$ cat src/rtl/socetlib_fifo_pkg.sv
// Shared types and helpers for the socetlib threshold FIFO.
package socetlib_fifo_pkg;

  // Width needed to hold an occupancy of 0..depth inclusive.
  function automatic int unsigned fifo_cnt_w(input int unsigned depth);
    return $clog2(depth + 1);
  endfunction

  typedef struct packed {
    logic full;
    logic empty;
    logic almost_full;
    logic almost_empty;
    logic overrun;
    logic underrun;
  } fifo_status_t;

endpackage

$ cat src/rtl/socetlib_fifo_ptr.sv
// Wrap-bit pointer counter: ADDR_W address bits plus one MSB wrap bit.
module socetlib_fifo_ptr #(
  parameter int unsigned ADDR_W = 3
) (
  input  logic              CLK,
  input  logic              nRST,
  input  logic              clr,
  input  logic              inc,
  output logic [ADDR_W:0]   ptr
);

  // Natural wrap modulo 2*DEPTH keeps full and empty distinguishable.
  always_ff @(posedge CLK, negedge nRST) begin
    if (!nRST)      ptr <= '0;
    else if (clr)   ptr <= '0;
    else if (inc)   ptr <= ptr + (ADDR_W + 1)'(1);
  end

endmodule

$ cat src/rtl/socetlib_fifo_thresh.sv
// Synchronous show-ahead FIFO with occupancy count, almost-full/empty thresholds
// and sticky overrun/underrun flags. Define SOCETLIB_FIFO_PEAK_EN to build the high-water mark.
module socetlib_fifo_thresh
  import socetlib_fifo_pkg::*;
#(
  parameter int unsigned DATA_W = 8,
  parameter int unsigned DEPTH  = 8,
  localparam int unsigned CNT_W = fifo_cnt_w(DEPTH)
) (
  input  logic              CLK,
  input  logic              nRST,
  input  logic              clear,
  input  logic              WEN,
  input  logic [DATA_W-1:0] wdata,
  input  logic              REN,
  output logic [DATA_W-1:0] rdata,
  input  logic [CNT_W-1:0]  af_thresh,
  input  logic [CNT_W-1:0]  ae_thresh,
  output logic              full,
  output logic              empty,
  output logic              almost_full,
  output logic              almost_empty,
  output logic [CNT_W-1:0]  count,
  output logic              overrun,
  output logic              underrun,
  output logic [CNT_W-1:0]  peak
);

  localparam int unsigned ADDR_W = $clog2(DEPTH);

  if ((DEPTH < 2) || ((DEPTH & (DEPTH - 1)) != 0)) begin : g_bad_depth
    $error("socetlib_fifo_thresh: DEPTH must be a power of 2 and >= 2");
  end
  if (DATA_W < 1) begin : g_bad_width
    $error("socetlib_fifo_thresh: DATA_W must be >= 1");
  end

  logic [ADDR_W:0]    wr_ptr;
  logic [ADDR_W:0]    rd_ptr;
  logic [DATA_W-1:0]  mem [DEPTH];
  logic               do_write;
  logic               do_read;
  logic               overrun_q;
  logic               underrun_q;
  fifo_status_t       st;

  // A write at full still lands when a read frees the head slot in the same cycle.
  always_comb begin
    do_write = 1'b0;
    do_read  = 1'b0;
    if (!clear) begin
      do_write = WEN && (!st.full || REN);
      do_read  = REN && !st.empty;
    end
  end

  socetlib_fifo_ptr #(.ADDR_W(ADDR_W)) u_wr_ptr (
    .CLK  (CLK),
    .nRST (nRST),
    .clr  (clear),
    .inc  (do_write),
    .ptr  (wr_ptr)
  );

  socetlib_fifo_ptr #(.ADDR_W(ADDR_W)) u_rd_ptr (
    .CLK  (CLK),
    .nRST (nRST),
    .clr  (clear),
    .inc  (do_read),
    .ptr  (rd_ptr)
  );

  // Storage is not reset; only the pointers define validity.
  always_ff @(posedge CLK) begin
    if (do_write) mem[wr_ptr[ADDR_W-1:0]] <= wdata;
  end

  assign rdata = mem[rd_ptr[ADDR_W-1:0]];
  assign count = CNT_W'(wr_ptr - rd_ptr);

  // Sticky error flags, cleared only by reset or clear.
  always_ff @(posedge CLK, negedge nRST) begin
    if (!nRST) begin
      overrun_q  <= 1'b0;
      underrun_q <= 1'b0;
    end else if (clear) begin
      overrun_q  <= 1'b0;
      underrun_q <= 1'b0;
    end else begin
      if (WEN && st.full && !REN) overrun_q  <= 1'b1;
      if (REN && st.empty)        underrun_q <= 1'b1;
    end
  end

  always_comb begin
    st              = '0;
    st.full         = (count == CNT_W'(DEPTH));
    st.empty        = (count == '0);
    st.almost_full  = (count >= af_thresh);
    st.almost_empty = (count <= ae_thresh);
    st.overrun      = overrun_q;
    st.underrun     = underrun_q;
  end

  assign full         = st.full;
  assign empty        = st.empty;
  assign almost_full  = st.almost_full;
  assign almost_empty = st.almost_empty;
  assign overrun      = st.overrun;
  assign underrun     = st.underrun;

`ifdef SOCETLIB_FIFO_PEAK_EN
  logic [CNT_W-1:0] count_next;
  logic [CNT_W-1:0] peak_q;

  always_comb begin
    count_next = count + CNT_W'(do_write) - CNT_W'(do_read);
  end

  // High-water mark of occupancy since reset or clear.
  always_ff @(posedge CLK, negedge nRST) begin
    if (!nRST)                    peak_q <= '0;
    else if (clear)               peak_q <= '0;
    else if (count_next > peak_q) peak_q <= count_next;
  end

  assign peak = peak_q;
`else
  assign peak = '0;
`endif

endmodule
$ cat config.mk
export PLATFORM = sky130hd
export DESIGN_NAME = socetlib_fifo_thresh
export DESIGN_NICKNAME = d
export VERILOG_FILES = /design/src/rtl/socetlib_fifo_pkg.sv /design/src/rtl/socetlib_fifo_ptr.sv /design/src/rtl/socetlib_fifo_thresh.sv
export SDC_FILE = /design/constraint.sdc
export NUM_CORES = 1
export LEC_CHECK = 0
export ABC_AREA = 1
export CAP_MARGIN = 20
export CORE_MARGIN = 3
export CORE_UTILIZATION = 55
export CTS_BUF_LIST = sky130_fd_sc_hd__clkbuf_4
export DETAILED_ROUTE_END_ITERATION = 8
export HOLD_SLACK_MARGIN = 0.08
export PLACE_DENSITY_LB_ADDON = 0.1
export SYNTH_ARGS = -nofsm -noshare
export SYNTH_HDL_FRONTEND = slang
export SYNTH_SLANG_ARGS = --single-unit
$ cat constraint.sdc
create_clock -name CLK -period 3.68 [get_ports CLK]
set_input_delay 0.552 -clock CLK [delete_from_list [all_inputs] [get_ports CLK]]
set_output_delay 0.552 -clock CLK [all_outputs]
set_load 0.005 [all_outputs]
==> impl_metrics.ini, run 1 <==
[sta]
unrepaired_setup_endpoints_after_global_routing = false
tcrit_tclk_final = 0.9078
setup_ws_ns = 0.3395
final.hold.worst_slack_ns = 0.4589
timing_max_transition_violations_final = 0
totalNegativeSetupSlack_ns = 0
fmaxAchievable_mhz = 299.4
setup_viol = 0
slew-limit-headroom = 0.4040
clock-skew-final_ns = 0.01157
worst_slew_pin_slew_ns = 0.8907
number_of_hold_violations_in_the_final_report = 0
layout_min_cycle_time_ns = 3.341

[yosys]
syn-cell-area_sq_mm = 0.003497
synth_seq_area_share = 0.6211
synth-edff-count = 64
ys_ff_latch = 74
ffs_w_async_s_r_synth = 0.1351
ys_dominant_reg_cell = sky130_fd_sc_hd__edfxtp_1
yosys_synthesis_warning_count = 0
postSynthCellCount = 316
ys_types = 32
synth.avg_cell_area_sq_um = 11.07

[route]
wirelength_per_cell_um = 15.86
routed_via_density = 5.429
ant_nets = 0
drt_pass1_iterations = 4
via_count = 2378
drcViolationCount = 0
drt_iter0_markers = 192
drt_wl_total_um = 6947

[run_status]
run_status = finished, final reports clean

[finish]
post_route_cells_drive_above_1_share = 0.1240
mostFrequentLayoutCells = 64 x sky130_fd_sc_hd__edfxtp_1, 41 x sky130_fd_sc_hd__nand2_1, 40 x sky130_fd_sc_hd__nor2_1
layout_overhead_on_the_synthesized_area_pct = 16.57
layout.cells.non_filler = 438
nets = 393
layout_commonest_cell = sky130_fd_sc_hd__edfxtp_1
num_antenna_cells = 0
utilization = 0.6765
fillerInstances = 462

[grt]
number_of_global_route_vias_before_repair = 2318
grt.overflow.total = 0
global_route.usage.total = 0.2093
antenna_found_initial = 0
global_route_wire_length_before_repair_um = 11490
grt_max_degree = 37

[setup_path]
data_required_time_at_the_worst_endpoint_ns = 3.13
worst_endpoint_data_arrival_time_ns = 2.79
critical_path.endpoint_type = primary output
crit_path_max_fanout = 7
critical_path_start_end_classification = reg2out
setup.worst_path.start_class = flop

[clock_network]
clkSlewWorstSetupHoldPaths_ns = 0.11
tritoncts.num_buffers = 9
post_cts_hold_buffer_count = 0
count_of_clock_tree_sinks = 74
root_buffer = sky130_fd_sc_hd__clkbuf_4
cts.htree.levels = 3
cts_tree = built
cts-root-to-sink-buffers = 2
clock_insertion_delay_worst_skew_ns = 0.40

[floorplanning]
width_of_the_die_um = 85.74
floorplan.io_pins = 43
core_area_sq_mm = 0.006026
num_rows = 28
start_util = 0.5804
fp.dieArea_sq_mm = 0.007351
chipHeight_um = 85.74

[job]
maxCapViolations = 0

[placement]
post-dp-hpwl_um = 4549
gp_routability_congestion = 0.8234
place.detailed.instances = 421
portBuffers = 38
place_worst_setup_slack_ns = 0.4598

[pwr]
power_leakage_nw = 1.589
power.density_cell_area_mw_per_mm2 = 612.8
ir_drop_uv = 389.6

[worst_hold_path]
hold_path.class = in2async
-- path summary, 6_finish.rpt --
| path | startpoint | endpoint | slack [ns] | depth (start not counted) |
|---|---|---|---|---|
| setup / recovery | u_wr_ptr.ptr[0] | full | 0.34 | 9 |
| hold / removal | nRST | u_rd_ptr.ptr[2] | 0.46 | 1 |
| setup reg to reg | u_wr_ptr.ptr[0] | mem[3][0] | 0.80 | 9 |
| hold reg to reg | underrun | underrun | 0.51 | 1 |
| max in group asynchronous | nRST | u_wr_ptr.ptr[2] | 2.89 | 1 |
| min in group CLK | underrun | underrun | 0.51 | 1 |
-- registers in the layout, summed over array words and instances (netlist names) --
| name | flops |
|---|---|
| underrun | 1 |
| u_wr_ptr.ptr | 4 |
| overrun | 1 |
| u_rd_ptr.ptr | 4 |
| mem | 64 |
-- per-layer routing --
| metal | share of wire | wire length (um) | vias to the layer above | GRT usage |
|---|---|---|---|---|
| li1 | - | - | 1185 | - |
| met1 | 0.45 | 3110 | 1123 | 0.2979 |
| met2 | 0.48 | 3304 | 68 | 0.3178 |
| met3 | 0.071 | 495 | 2 | 0.04611 |
| met4 | 0.0053 | 37 | 0 | 0.07914 |
| met5 | 0 | 0 | - | 0 |
-- logic make-up after synthesis --
kind of cell / count (synthesis) / share of synthesized area
other cells: 1 / 0.001072
compound gates: 57 / 0.09052
flops: 74 / 0.6211
xor+xnor: 5 / 0.01467
fa+ha+maj: 14 / 0.05224
buf+inv: 43 / 0.05402
simple gates: 122 / 0.1664
-- stage by stage --
step	total power (W)	instance area [sq um]
3_5_place_dp	0.002085	3936
5_1_grt	0.002717	4076
4_1_cts	0.002494	4048
2_1_floorplan	0.001639	3508
3_3_place_gp	0.002062	3936
6_report	0.002498	4076
-- critical path, cell delays in order (launching register included) --
cell,delay [ns]
sky130_fd_sc_hd__dfrtp_2,0.44
sky130_fd_sc_hd__inv_2,0.08
sky130_fd_sc_hd__ha_1,0.18
sky130_fd_sc_hd__inv_1,0.09
sky130_fd_sc_hd__fa_2,0.48
sky130_fd_sc_hd__or2_4,0.28
sky130_fd_sc_hd__nor2_4,0.18
sky130_fd_sc_hd__inv_1,0.05
sky130_fd_sc_hd__a21oi_1,0.12
sky130_fd_sc_hd__clkdlybuf4s50_1,0.51
-- what timing repair did --
item / 4_1_cts / 5_1_grt
gates resized for setup: 0 / 8
setup endpoints to repair: 0 / 3
setup buffers: 0 / 1
-- layout make-up --
class	instances	area, sq um	share of cell area
well taps	75	93.84	0.02302
repair buffers	45	435.4	0.1068
flip-flops and latches	74	2175	0.5335
inverters	26	97.59	0.02394
clock inverters	7	43.79	0.01074
multi-input cells	202	1164	0.2855
clock buffers	9	67.56	0.01657
-- where the power goes --
part	internal (W)	leakage, nW	total, W	switching, W
combinational	0.000525	0.814	0.00110	0.000577
sequential	0.000953	0.712	0.000978	0.0000249
clock	0.000137	0.0635	0.000418	0.000282
total	0.00161	1.59	0.00250	0.000883
-- cells in the mapped netlist (4+ instances only) --
library cell,number,area share
sky130_fd_sc_hd__dfrtp_1,10,0.072
sky130_fd_sc_hd__a21oi_1,4,0.0057
sky130_fd_sc_hd__nand4_1,6,0.011
sky130_fd_sc_hd__xor2_1,4,0.010
sky130_fd_sc_hd__nor2_2,4,0.0072
sky130_fd_sc_hd__ha_1,13,0.047
sky130_fd_sc_hd__nand2_1,41,0.044
sky130_fd_sc_hd__edfxtp_1,64,0.55
sky130_fd_sc_hd__nand3_1,21,0.030
sky130_fd_sc_hd__nor2_1,40,0.043
sky130_fd_sc_hd__inv_1,23,0.025
sky130_fd_sc_hd__o21ai_0,32,0.046
sky130_fd_sc_hd__o22ai_1,16,0.029
sky130_fd_sc_hd__buf_2,10,0.014
sky130_fd_sc_hd__buf_4,4,0.0086
Power figures use the tool's default switching activity.
==> run 2, diff against run 1 <==
- CORE_MARGIN: 3 -> 5
==> run 2 against run 1 <==
Compared with the run above:
- critical path type unchanged
- critical endpoint is now almost_empty
- sequential share of layout area fell by 0.71 points
- highest routed layer unchanged
- critical path depth up 2
- register-to-register slack worse by 0.12 ns
- power is 7.9% higher
- final cell count rose by 0.46%
- final area grew 1.4%
- global-route usage decreased by 3.4 points
==> impl_metrics.ini, run 2 (synthesis results as in run 1) <==
[grt]
number_of_global_route_vias_before_repair = 2257
antenna_found_initial = 0
grt.overflow.total = 0
global_route.usage.total = 0.1755
grt_max_degree = 37
global_route_wire_length_before_repair_um = 11110

[finish]
multiInputGateArea_sq_mm = 0.001147
utilization = 0.6582
layout.cells.non_filler = 440
fillerInstances = 509
ff_latch_area_sq_mm = 0.002175
layout_overhead_on_the_synthesized_area_pct = 18.14
nets = 393
post_route_cells_drive_above_1_share = 0.1129
mostFrequentLayoutCells = 64 x sky130_fd_sc_hd__edfxtp_1, 41 x sky130_fd_sc_hd__nand2_1, 40 x sky130_fd_sc_hd__nor2_1
final_area_sq_mm = 0.004131
num_antenna_cells = 0
layout_commonest_cell = sky130_fd_sc_hd__edfxtp_1
number_of_flip_flops_under_the_largest_register_name = 64

[clock_network]
clkSlewWorstSetupHoldPaths_ns = 0.12
cts-root-to-sink-buffers = 2
count_of_clock_tree_sinks = 74
cts.htree.levels = 3
cts_tree = built
tritoncts.num_buffers = 9
root_buffer = sky130_fd_sc_hd__clkbuf_4
clock_insertion_delay_worst_skew_ns = 0.40

[placement]
portBuffers = 38
dpl_cell_area_sq_mm = 0.003939
place.detailed.instances = 423
gp_routability_congestion = 0.7846
post-dp-hpwl_um = 4410

[setup_path]
crit_path_max_fanout = 7
critical_path_start_end_classification = reg2out
family_with_the_most_delay_on_the_worst_path = adder cells
data_required_time_at_the_worst_endpoint_ns = 3.13
setup.worst_path.start_class = flop
cpMaxStageDelayCell = sky130_fd_sc_hd__clkdlybuf4s50_1
worst_endpoint_data_arrival_time_ns = 2.91
slowest_delay_ns = 0.52
cp.buffers_inverters = 3
critical_path.endpoint_type = primary output
timing.critical_path.cells = inv_2 -> ha_1 -> inv_1 -> fa_1 -> xor2_2 -> ha_1 -> nand2_1 -> o21bai_1 -> nand2_1 -> o21ai_0 -> clkdlybuf4s50_1

[floorplanning]
fp.dieArea_sq_mm = 0.008053
chipHeight_um = 89.74
floorplan.io_pins = 43
width_of_the_die_um = 89.74
core_area_sq_mm = 0.006277
num_rows = 29
start_util = 0.5571

[route]
drcViolationCount = 0
ant_nets = 0
routed_via_density = 5.445
drt_pass1_iterations = 4
drt_wl_total_um = 6957
via_count = 2396
drt_iter0_markers = 122
wirelength_per_cell_um = 15.81

[sta]
slew-limit-headroom = 0.3818
worst_slew_pin_slew_ns = 0.9239
layout_min_cycle_time_ns = 3.457
timing_max_transition_violations_final = 0
fmaxAchievable_mhz = 289.3
tcrit_tclk_final = 0.9394
setup_viol = 0
final.hold.worst_slack_ns = 0.4559
clock-skew-final_ns = 0.009702
number_of_hold_violations_in_the_final_report = 0

[pwr]
clock_power_share = 0.232
power_leakage_nw = 1.618
power.share.switching = 0.3261
comb_power_share = 0.407
ir_drop_uv = 437.5
cellInternalPower_w = 0.001817
design_power_total_w = 0.002696
switching_power_w = 0.0008791
power.density_cell_area_mw_per_mm2 = 652.5
sequentialPowerShare = 0.362

[job]
maxCapViolations = 0

[worst_hold_path]
hold_path.class = in2async

[run_status]
run_status = finished, final reports clean
run 2: cell count changes in the layout (fill, tap and decap cells not counted), sizes merged:
cell | previous run | this run
inv | 25 | 26
dlymetal6s2s | 1 | 0
bufinv | 0 | 3
clkdlybuf4s50 | 37 | 38
clkinvlp | 1 | 0
clkinv | 7 | 4
run 2: timing repair:
action                                  in CTS  in global routing
endpoints found under the setup margin       0                  4
buffers inserted                             0                  1
hold buffers                                 0                  0
gates resized for setup                      0                  3
run 2: path summary, 6_finish.rpt:
check	from	to	slack [ns]	depth (start not counted)
worst min register to register	underrun	underrun	0.51	1
max in group asynchronous	nRST	u_wr_ptr.ptr[0]	2.88	1
worst max-delay path	u_wr_ptr.ptr[0]	almost_empty	0.22	11
worst min-delay path	nRST	overrun	0.46	1
min in group CLK	underrun	underrun	0.51	1
worst max register to register	u_wr_ptr.ptr[0]	mem[2][7]	0.68	10
run 2: final cells by class:
class                   instances  share of cell area
clock buffers                   9             0.01635
repair buffers                 45              0.1048
inverters                      26             0.02362
flip-flops and latches         74              0.5263
well taps                      77             0.02332
clock inverters                 7             0.02786
multi-input cells             202              0.2777
run 2: power groups by stage:
stage               Combinational, W  Clock, W  Sequential, W
floorplan                   0.000649         0       0.000990
global placement             0.00107         0       0.000992
detailed placement           0.00109         0       0.000994
CTS                          0.00110  0.000629       0.000975
global route                 0.00123  0.000668       0.000981
finish                       0.00110  0.000624       0.000976
run 2: metrics by stage:
step / setup TNS [ns] / worst slack (ns)
floorplan: 0 / 0.9843
global placement: 0 / 0.5334
detailed placement: 0 / 0.4719
CTS: 0 / 0.01146
global route: -0.003724 / -0.003724
finish: 0 / 0.2230
run 2: routing by layer:
| layer | global-route usage | wire length, um | vias up |
|---|---|---|---|
| li1 | - | - | 1187 |
| met1 | 0.2301 | 2997 | 1142 |
| met2 | 0.2896 | 3490 | 63 |
| met3 | 0.03422 | 419 | 4 |
| met4 | 0.06423 | 50 | 0 |
| met5 | 0 | 0 | - |
